## src/rtl/ball_pkg.sv

```systemverilog
// Shared constants and state type for the ball trajectory engine and its neighbours
// (hoop sprite, ball sprite).
package ball_pkg;

  localparam int unsigned ScreenW  = 640;
  localparam int unsigned ScreenH  = 480;
  localparam int unsigned BallSize = 16;

  // Coordinate register width and the signed width used for per-frame integration.
  localparam int unsigned CoordW = 10;
  localparam int unsigned VelW   = 8;
  localparam int unsigned MathW  = 11;

  localparam int unsigned DefStartX     = 40;
  localparam int unsigned DefStartY     = 400;
  localparam int unsigned DefFloorY     = 460;
  localparam int unsigned DefXMax       = ScreenW - BallSize;
  localparam int unsigned DefGravity    = 1;
  localparam int unsigned DefVyMax      = 31;
  localparam int unsigned DefHoopXL     = 520;
  localparam int unsigned DefHoopXR     = 560;
  localparam int unsigned DefHoopY      = 200;
  localparam int unsigned DefHoldFrames = 60;

  typedef enum logic [1:0] {
    StIdle,
    StArmed,
    StFlight,
    StHold
  } ball_state_e;

endpackage

```

## src/rtl/ball_motion.sv

```systemverilog
// Per-frame ball trajectory engine: launches on shoot, integrates gravity once per
// frame_tick, detects a basket, and holds the landed ball before re-arming.
module ball_motion
  import ball_pkg::*;
#(
  parameter int unsigned START_X     = DefStartX,
  parameter int unsigned START_Y     = DefStartY,
  parameter int unsigned FLOOR_Y     = DefFloorY,
  parameter int unsigned X_MAX       = DefXMax,
  parameter int unsigned GRAVITY     = DefGravity,
  parameter int unsigned VY_MAX      = DefVyMax,
  parameter int unsigned HOOP_X_L    = DefHoopXL,
  parameter int unsigned HOOP_X_R    = DefHoopXR,
  parameter int unsigned HOOP_Y      = DefHoopY,
  parameter int unsigned HOLD_FRAMES = DefHoldFrames
) (
  input  logic              clk,
  input  logic              reset,
  input  logic              frame_tick,
  input  logic              shoot,
  input  logic [VelW-1:0]   launch_vx,
  input  logic [VelW-1:0]   launch_vy,
  output logic [CoordW-1:0] ball_x,
  output logic [CoordW-1:0] ball_y,
  output logic              in_flight,
  output logic              shot_done,
  output logic              made
);

  localparam int unsigned CntW = (HOLD_FRAMES > 1) ? $clog2(HOLD_FRAMES) : 1;

  localparam logic signed [MathW-1:0] XMaxS   = MathW'(X_MAX);
  localparam logic signed [MathW-1:0] FloorS  = MathW'(FLOOR_Y);
  localparam logic signed [MathW-1:0] HoopYS  = MathW'(HOOP_Y);
  localparam logic signed [MathW-1:0] HoopXLS = MathW'(HOOP_X_L);
  localparam logic signed [MathW-1:0] HoopXRS = MathW'(HOOP_X_R);
  localparam logic signed [VelW:0]    VyMaxS  = (VelW + 1)'(VY_MAX);
  localparam logic [CntW-1:0]         HoldLast = CntW'(HOLD_FRAMES - 1);

  ball_state_e state_q, state_d;

  logic [CoordW-1:0]      x_q, x_d;
  logic [CoordW-1:0]      y_q, y_d;
  logic signed [VelW-1:0] vx_q, vx_d;
  logic signed [VelW-1:0] vy_q, vy_d;
  logic [CntW-1:0]        cnt_q, cnt_d;
  logic                   made_q, made_d;
  logic                   shot_done_q, shot_done_d;

  logic signed [MathW-1:0] pos_x, pos_y, vel_x, vel_y, nx, ny;
  logic signed [VelW:0]    vy_inc;
  logic [VelW-1:0]         vy_sat;
  logic                    tick_flight, tick_hold, landing, hold_done, hoop_hit, launch;

  // Shared datapath terms; positions are zero-extended, velocities sign-extended.
  always_comb begin
    pos_x  = {1'b0, x_q};
    pos_y  = {1'b0, y_q};
    vel_x  = {{(MathW - VelW){vx_q[VelW-1]}}, vx_q};
    vel_y  = {{(MathW - VelW){vy_q[VelW-1]}}, vy_q};
    nx     = pos_x + vel_x;
    ny     = pos_y + vel_y;
    vy_inc = {vy_q[VelW-1], vy_q} + (VelW + 1)'(GRAVITY);
    vy_sat = (vy_inc > VyMaxS) ? VelW'(VY_MAX) : vy_inc[VelW-1:0];

    launch      = (state_q == StIdle) && shoot;
    tick_flight = (state_q == StFlight) && frame_tick;
    tick_hold   = (state_q == StHold) && frame_tick;
    landing     = tick_flight && (ny >= FloorS);
    hold_done   = tick_hold && (cnt_q == HoldLast);

    // Rim crossed downward while the ball's left edge is inside the opening.
    hoop_hit = !vy_q[VelW-1] && (vy_q != '0) && (pos_y < HoopYS) && (ny >= HoopYS) &&
               (pos_x >= HoopXLS) && (pos_x <= HoopXRS);
  end

  always_ff @(posedge clk) begin
    if (reset) begin
      state_q <= StIdle;
    end else begin
      state_q <= state_d;
    end
  end

  always_comb begin
    state_d = state_q;
    unique case (state_q)
      StIdle:   if (launch) state_d = StArmed;
      StArmed:  if (frame_tick) state_d = StFlight;
      StFlight: if (landing) state_d = StHold;
      StHold:   if (hold_done) state_d = StIdle;
      default:  state_d = StIdle;
    endcase
  end

  always_comb begin
    x_d         = x_q;
    y_d         = y_q;
    vx_d        = vx_q;
    vy_d        = vy_q;
    cnt_d       = cnt_q;
    made_d      = made_q;
    shot_done_d = 1'b0;

    if (launch) begin
      vx_d = launch_vx;
      vy_d = launch_vy;
    end

    if (tick_flight) begin
      vy_d = vy_sat;
      if (hoop_hit) made_d = 1'b1;

      if (nx[MathW-1]) begin
        x_d  = '0;
        vx_d = '0;
      end else if (nx > XMaxS) begin
        x_d  = CoordW'(X_MAX);
        vx_d = '0;
      end else begin
        x_d = nx[CoordW-1:0];
      end

      if (landing) begin
        y_d         = CoordW'(FLOOR_Y);
        shot_done_d = 1'b1;
        cnt_d       = '0;
      end else if (ny[MathW-1]) begin
        y_d = '0;
      end else begin
        y_d = ny[CoordW-1:0];
      end
    end

    if (tick_hold) begin
      if (hold_done) begin
        x_d    = CoordW'(START_X);
        y_d    = CoordW'(START_Y);
        made_d = 1'b0;
      end else begin
        cnt_d = cnt_q + CntW'(1);
      end
    end
  end

  always_ff @(posedge clk) begin
    if (reset) begin
      x_q         <= CoordW'(START_X);
      y_q         <= CoordW'(START_Y);
      vx_q        <= '0;
      vy_q        <= '0;
      cnt_q       <= '0;
      made_q      <= 1'b0;
      shot_done_q <= 1'b0;
    end else begin
      x_q         <= x_d;
      y_q         <= y_d;
      vx_q        <= vx_d;
      vy_q        <= vy_d;
      cnt_q       <= cnt_d;
      made_q      <= made_d;
      shot_done_q <= shot_done_d;
    end
  end

  always_comb begin
    ball_x    = x_q;
    ball_y    = y_q;
    in_flight = (state_q == StFlight);
    shot_done = shot_done_q;
    made      = made_q;
  end

endmodule
```

## config.mk

```make
export PLATFORM = sky130hd
export DESIGN_NAME = ball_motion
export DESIGN_NICKNAME = d
export VERILOG_FILES = /design/src/rtl/ball_pkg.sv /design/src/rtl/ball_motion.sv
export SDC_FILE = /design/constraint.sdc
export NUM_CORES = 1
export LEC_CHECK = 0
export ABC_AREA = 0
export CAP_MARGIN = 20
export CORE_UTILIZATION = 57
export CTS_BUF_LIST = sky130_fd_sc_hd__clkbuf_4
export DETAILED_ROUTE_END_ITERATION = 6
export GPL_ROUTABILITY_DRIVEN = 0
export PLACE_DENSITY = 0.88
export SLEW_MARGIN = 20
export SYNTH_ARGS = -nofsm -noshare
export SYNTH_HDL_FRONTEND = slang
export SYNTH_SLANG_ARGS = --single-unit
```

## constraint.sdc

```tcl
create_clock -name clk -period 3.41 [get_ports clk]
set_input_delay 0.682 -clock clk [delete_from_list [all_inputs] [get_ports clk]]
set_output_delay 0.682 -clock clk [all_outputs]
set_load 0.005 [all_outputs]
```

==> results of run 1 <==
## cell usage after synthesis, types with 7 or more instances
library cell,number
a211oi_1,7
a21oi_1,30
a22o_1,8
and3_1,7
clkbuf_1,9
dfxtp_1,46
ha_1,29
inv_1,16
mux2i_1,13
nand2_1,32
nand3_1,13
nor2_1,25
nor3_1,12
nor3_2,8
o211ai_1,9
o21ai_0,16
xnor2_1,13
## area by class of cell
| class | count | area [µm²] | area share |
|---|---|---|---|
| Multi-Input combinational cell | 327 | 2390 | 0.599 |
| Sequential cell | 46 | 921 | 0.230 |
| Timing Repair Buffer | 46 | 450 | 0.113 |
| Tap cell | 72 | 90.1 | 0.0225 |
| Inverter | 16 | 60.1 | 0.0150 |
| Clock buffer | 7 | 52.6 | 0.0131 |
| Clock inverter | 1 | 30.0 | 0.00751 |
## registers in the layout (all words and copies together), names as in the netlist
register	flops
ball_y	10
vx_q	8
state_q	2
ball_x	10
made	1
cnt_q	6
vy_q	8
shot_done	1
## kinds of logic (layout without fill, tap and decap cells)
logic type / after synthesis / in the layout / share of synthesized area
multiplexers: 15 / 15 / 0.0447
XOR/XNOR: 17 / 17 / 0.0436
flip-flops: 46 / 46 / 0.270
adder cells (fa/ha/maj): 31 / 31 / 0.118
AO/OA/AOI/OAI: 130 / 130 / 0.281
AND/OR/NAND/NOR: 134 / 134 / 0.214
buffers and inverters: 26 / 70 / 0.0290
## metrics by stage
step	std cells	area [µm²]	worst slack [ps]	total power, mW	utilization
after global placement	507	3910	409	1.63	0.694
final	515	4000	227	2.04	0.709
after detailed placement	507	3910	338	1.66	0.694
after global routing	515	4000	32.4	2.15	0.709
after CTS	515	4000	290	2.01	0.708
after floorplan	399	3410	569	1.40	-
## worst max path at each step
stage,slack (ps),startpoint,endpoint
after floorplan,570,vy_q[0]$_SDFFE_PP0P_,cnt_q[0]$_SDFF_PP0_
after global placement,410,vy_q[0]$_SDFFE_PP0P_,cnt_q[0]$_SDFF_PP0_
after detailed placement,340,vy_q[0]$_SDFFE_PP0P_,cnt_q[0]$_SDFF_PP0_
after CTS,290,vy_q[0]$_SDFFE_PP0P_,cnt_q[0]$_SDFF_PP0_
after global routing,30,vy_q[0]$_SDFFE_PP0P_,cnt_q[0]$_SDFF_PP0_
final,230,vy_q[0]$_SDFFE_PP0P_,cnt_q[0]$_SDFF_PP0_
## where the power goes
group | internal [mW] | leakage (nW) | switching [mW]
Clock | 0.172 | 0.0463 | 0.180
Combinational | 0.426 | 1.18 | 0.556
Sequential | 0.603 | 0.374 | 0.101
## worst reg2reg max path: stages (launching register included)
cell and delay (ps):
dfxtp_1 470, ha_1 240, inv_1 60, fa_1 410, nand2b_1 210, a21oi_1 260
o22a_1 270, o211ai_1 300, nand2b_1 330, o21a_1 250, mux2_2 280
## metal layers
layer | track usage | vias up | routed length (µm)
met1 | 0.418 | 1574 | 3890
met2 | 0.456 | 203 | 3960
met5 | 0 | - | 0
met4 | 0.0764 | 0 | 126
met3 | 0.0400 | 16 | 792
li1 | - | 1625 | -
==> qor.yml, run 1 <==
port_buffers: 42
slowest_delay_ps: 470
synth_top_cell_area_share: 0.270
avgSynthCellArea_um2: 8.55
synth.distinct_cells: 62
clkTransAtPathRegs_ps: 140
synth_ff_type: "dfxtp_1"
hold_viol: 0
crit_slowest_cell: "dfxtp_1"
yosys_warnings: 0
fin_crit_ps: 3180
rows: 27
area_growth_pct: 17.2
slew_headroom: 0.431
grt-ovfl-total: 0
hold_path_end: "ball_x[7]$_SDFF_PP0_"
peakVddDrop_v: 0.000336
ant_nets: 0
first_pass_iters: 5
rr_startpoint: "vy_q[0]$_SDFFE_PP0P_"
syn_inst: 399
drt_iter0_markers: 421
antennaDiodeCount: 0
drv_cap: 0
nNetsFinal: 493
core_um2: 5640
syn-num-nets: 450
place_hpwl_mm: 6.70
root_buffer: "clkbuf_4"
arrival_ps: 3440
status: "complete, no violations"
async_flop_share: 0
cp.depth: 10
cts_hold_buf: 0
cts.path.max_buffers: 2
synthesis.area_um2: 3410
worst-path-buf-inv: 1
fill_cells: 451
grt_pass1_vias: 3052
initial_core_util: 0.605
path_cells: "ha_1, inv_1, fa_1, nand2b_1, a21oi_1, o22a_1, o211ai_1, nand2b_1, o21a_1, mux2_2"
cts_resized: 0
cts_tree: "built"
grt_max_degree: 27
numCtsBuffers: 5
num_vias: 3418
rrSetupSlack_ps: 230
grt_use_total: 0.291
die_x_um: 79.4
required_ps: 3670
htreeDepth: 2
insertion_delay_ps: 370
hold_ws_ps: 500
finClkSkew_ps: 16.1
ys_seq_elements: 46
synth.top_cells.by_area: "dfxtp_1 (27%), ha_1 (11%), a21oi_1 (4.4%)"
io_pins: 43
hold_start: "ball_x[7]$_SDFF_PP0_"
most-common-layout-cells: "dfxtp_1 (46), clkdlybuf4s50_1 (42), nand2_1 (32)"
fin_setup_tns_ps: 0
max_freq_mhz: 314
yosys.area.top_type: "dfxtp_1"
leakage_nw: 1.60
worst_pin_slew_ps: 848
critPathCaptureType: "register"
die_h_um: 79.4
post_cts_buffers: 0
crit_fanout: 8
drc: 0
cts.sinks: 46
drive_gt1_frac: 0.0790
finalSetupViolCount: 0
setup.worst_path.class: "register to register"
ys_seq_area_frac: 0.270
fin_crit_sh: 0.933
die_area_um2: 6300
final_common_cell: "dfxtp_1"
vias_per_cell: 6.64
grt_setup_unrepaired: "false"
reg2reg_depth: 10
path_common_cell: "nand2b_1"
reg2reg_to: "cnt_q[0]$_SDFF_PP0_"
cp-start-kind: "register"
synth_edf_count: 0
path_delay_family: "compound AO/OA/AOI/OAI gates"
antenna_found_initial: 0
hp-class: "register to register"
wirelength_mm: 8.77
power_density_nw_per_um2: 510
wl_per_cell_um: 17.0
grt_pass1_wl_mm: 14.5
hold_path_depth: 2
drv_slew: 0
(Power assumes the default switching activity.)
==> run 2: changes to the inputs <==
CAP_MARGIN = unset   (was 20)
PLACE_DENSITY = 0.82   (was 0.88)
REMOVE_ABC_BUFFERS = 1   (was unset)
==> run 2 against run 1 <==
  * Flip-flop and latch count did not move
  * Clock power increased by 18%
  * Die area stayed put
  * Critical path depth unchanged
  * Via count is 3.0% lower
  * Largest power group unchanged
  * Sequential power shrank 1%
  * Sequential share of layout area decreased by 0.23 points
  * Worst setup slack worse by 7.7 ps
  * First-iteration DRC count fell by 43%
  * Clock-buffer cell count decreased by 2
  * Cell count increased by 0.58%
  * Highest routed layer unchanged
  * Global-route usage down 0.43 points
==> qor.yml, run 2 (synthesis gave the netlist of run 1 again) <==
drv_slew: 0  # unchanged
numCtsBuffers: 5  # unchanged
fin_crit_sh: 0.936  # was 0.933
rows: 27  # unchanged
slew_headroom: 0.512  # was 0.431
multiInputGateArea_um2: 2390  # about the same
max_freq_mhz: 313  # was 314 MHz
grt_max_degree: 19  # was 27
io_pins: 43  # unchanged
grt_setup_unrepaired: "false"  # unchanged
drt_iter0_markers: 239  # was 421
die_area_um2: 6300  # unchanged
fin_setup_tns_ps: 0  # unchanged
first_pass_iters: 5  # unchanged
insertion_delay_ps: 380  # was 370 ps
arrival_ps: 3460  # was 3440 ps
cts.path.max_buffers: 2  # unchanged
nNetsFinal: 496  # was 493
path_cells: "ha_1, inv_1, fa_1, nand2b_1, a2111oi_0, a311oi_1, or2_1, o31a_2, o21a_1, mux2_2"  # was ha_1, inv_1, fa_1, nand2b_1, a21oi_1, o22a_1, o211ai_1, nand2b_1, o21a_1, mux2_2
cts_tree: "built"  # unchanged
area_growth_pct: 18.3  # was 17.2%
wl_per_cell_um: 16.8  # was 17.0 µm
final_common_cell: "dfxtp_1"  # unchanged
seq_area_um2: 921  # unchanged
die_x_um: 79.4  # unchanged
critPathCaptureType: "register"  # unchanged
grt_pass1_vias: 2885  # was 3,052
pre_cts_slack_ps: 312  # was 338 ps
worst_pin_slew_ps: 729  # was 848 ps
ant_nets: 0  # unchanged
num_vias: 3315  # was 3,418
port_buffers: 42  # unchanged
drive_gt1_frac: 0.0830  # was 0.0790
required_ps: 3680  # was 3670 ps
finalSetupViolCount: 0  # unchanged
final_util: 0.716  # was 0.709
peakVddDrop_v: 0.000295  # was 0.000336 V
hold_viol: 0  # unchanged
antenna_found_initial: 0  # unchanged
status: "complete, no violations"  # unchanged
place_hpwl_mm: 6.64  # was 6.70 mm
drv_cap: 0  # unchanged
grt_pass1_wl_mm: 14.1  # was 14.5 mm
vias_per_cell: 6.40  # was 6.64
wirelength_mm: 8.70  # was 8.77 mm
hold_ws_ps: 513  # was 500 ps
grt-ovfl-total: 0  # unchanged
setup_slack_ps: 220  # was 227 ps
initial_core_util: 0.605  # unchanged
hp-class: "register to register"  # unchanged
die_h_um: 79.4  # unchanged
most-common-layout-cells: "dfxtp_1 (46), clkdlybuf4s50_1 (42), nand2_1 (32)"  # unchanged
post_cts_buffers: 0  # unchanged
antennaDiodeCount: 0  # unchanged
clkTransAtPathRegs_ps: 150  # was 140 ps
htreeDepth: 2  # unchanged
cts_resized: 0  # unchanged
setup.worst_path.class: "register to register"  # unchanged
cts.sinks: 46  # unchanged
crit_slowest_cell: "dfxtp_1"  # unchanged
grt_use_total: 0.287  # was 0.291
fin_crit_ps: 3190  # was 3180 ps
cts_hold_buf: 0  # unchanged
slowest_delay_ps: 470  # about the same
core_um2: 5640  # unchanged
p_total_mw: 2.10  # was 2.04 mW
cp-start-kind: "register"  # unchanged
fill_cells: 461  # was 451
crit_fanout: 9  # was 8
leakage_nw: 1.62  # was 1.60 nW
power_density_nw_per_um2: 521  # was 510 nW/µm²
drc: 0  # unchanged
root_buffer: "clkbuf_4"  # unchanged
finClkSkew_ps: 19.8  # was 16.1 ps
run 2: cell count changes in the layout (fill, tap and decap cells not counted):
cell       delta
a2111oi_0     +1
clkbuf_4      -2
bufinv_16     +1
buf_4         +3
a2111oi_1     -1
clkinv_1      +1
run 2: area by class of cell:
| type | instances | share of cell area |
|---|---|---|
| clock buffers | 5 | 0.00930 |
| clock inverters | 3 | 0.0158 |
| well taps | 72 | 0.0223 |
| multi-input cells | 327 | 0.593 |
| inverters | 16 | 0.0149 |
| repair buffers | 49 | 0.117 |
| flip-flops and latches | 46 | 0.228 |
run 2: worst max-delay path: cells and delay by family, from the launching register on:
kind,cells,cell delay [ps]
AOI/OAI and AO/OA,4,1130
adders and majority gates,2,670
and+or+nand+nor,2,480
DFF,1,470
muxes,1,260
buffers and inverters,1,60
run 2: per-layer routing:
layer	global-route usage	wire, µm	up-vias
li1	-	-	1626
met1	0.429	4340	1565
met2	0.432	3730	116
met3	0.0457	564	8
met4	0.0582	61	0
met5	0	0	-
run 2: final timing paths:
| kind | start | endpoint | slack, ps | depth (start not counted) |
|---|---|---|---|---|
| max | vy_q[0]$_SDFFE_PP0P_ | cnt_q[0]$_SDFF_PP0_ | 220 | 10 |
| min | ball_x[7]$_SDFF_PP0_ | ball_x[7]$_SDFF_PP0_ | 510 | 2 |
| max reg2reg | vy_q[0]$_SDFFE_PP0P_ | cnt_q[0]$_SDFF_PP0_ | 220 | 10 |
| min reg2reg | ball_x[7]$_SDFF_PP0_ | ball_x[7]$_SDFF_PP0_ | 510 | 2 |
run 2: per-stage QoR:
step | instance area, µm² | cells
after floorplan | 3370 | 389
after global placement | 3940 | 510
after detailed placement | 3940 | 510
after CTS | 4040 | 518
after global routing | 4040 | 518
final | 4040 | 518
run 2: report_power, final:
part           switching [mW]  internal (mW)
registers              0.0932          0.603
clock network           0.187          0.226
logic                   0.552          0.441
total                   0.833           1.27
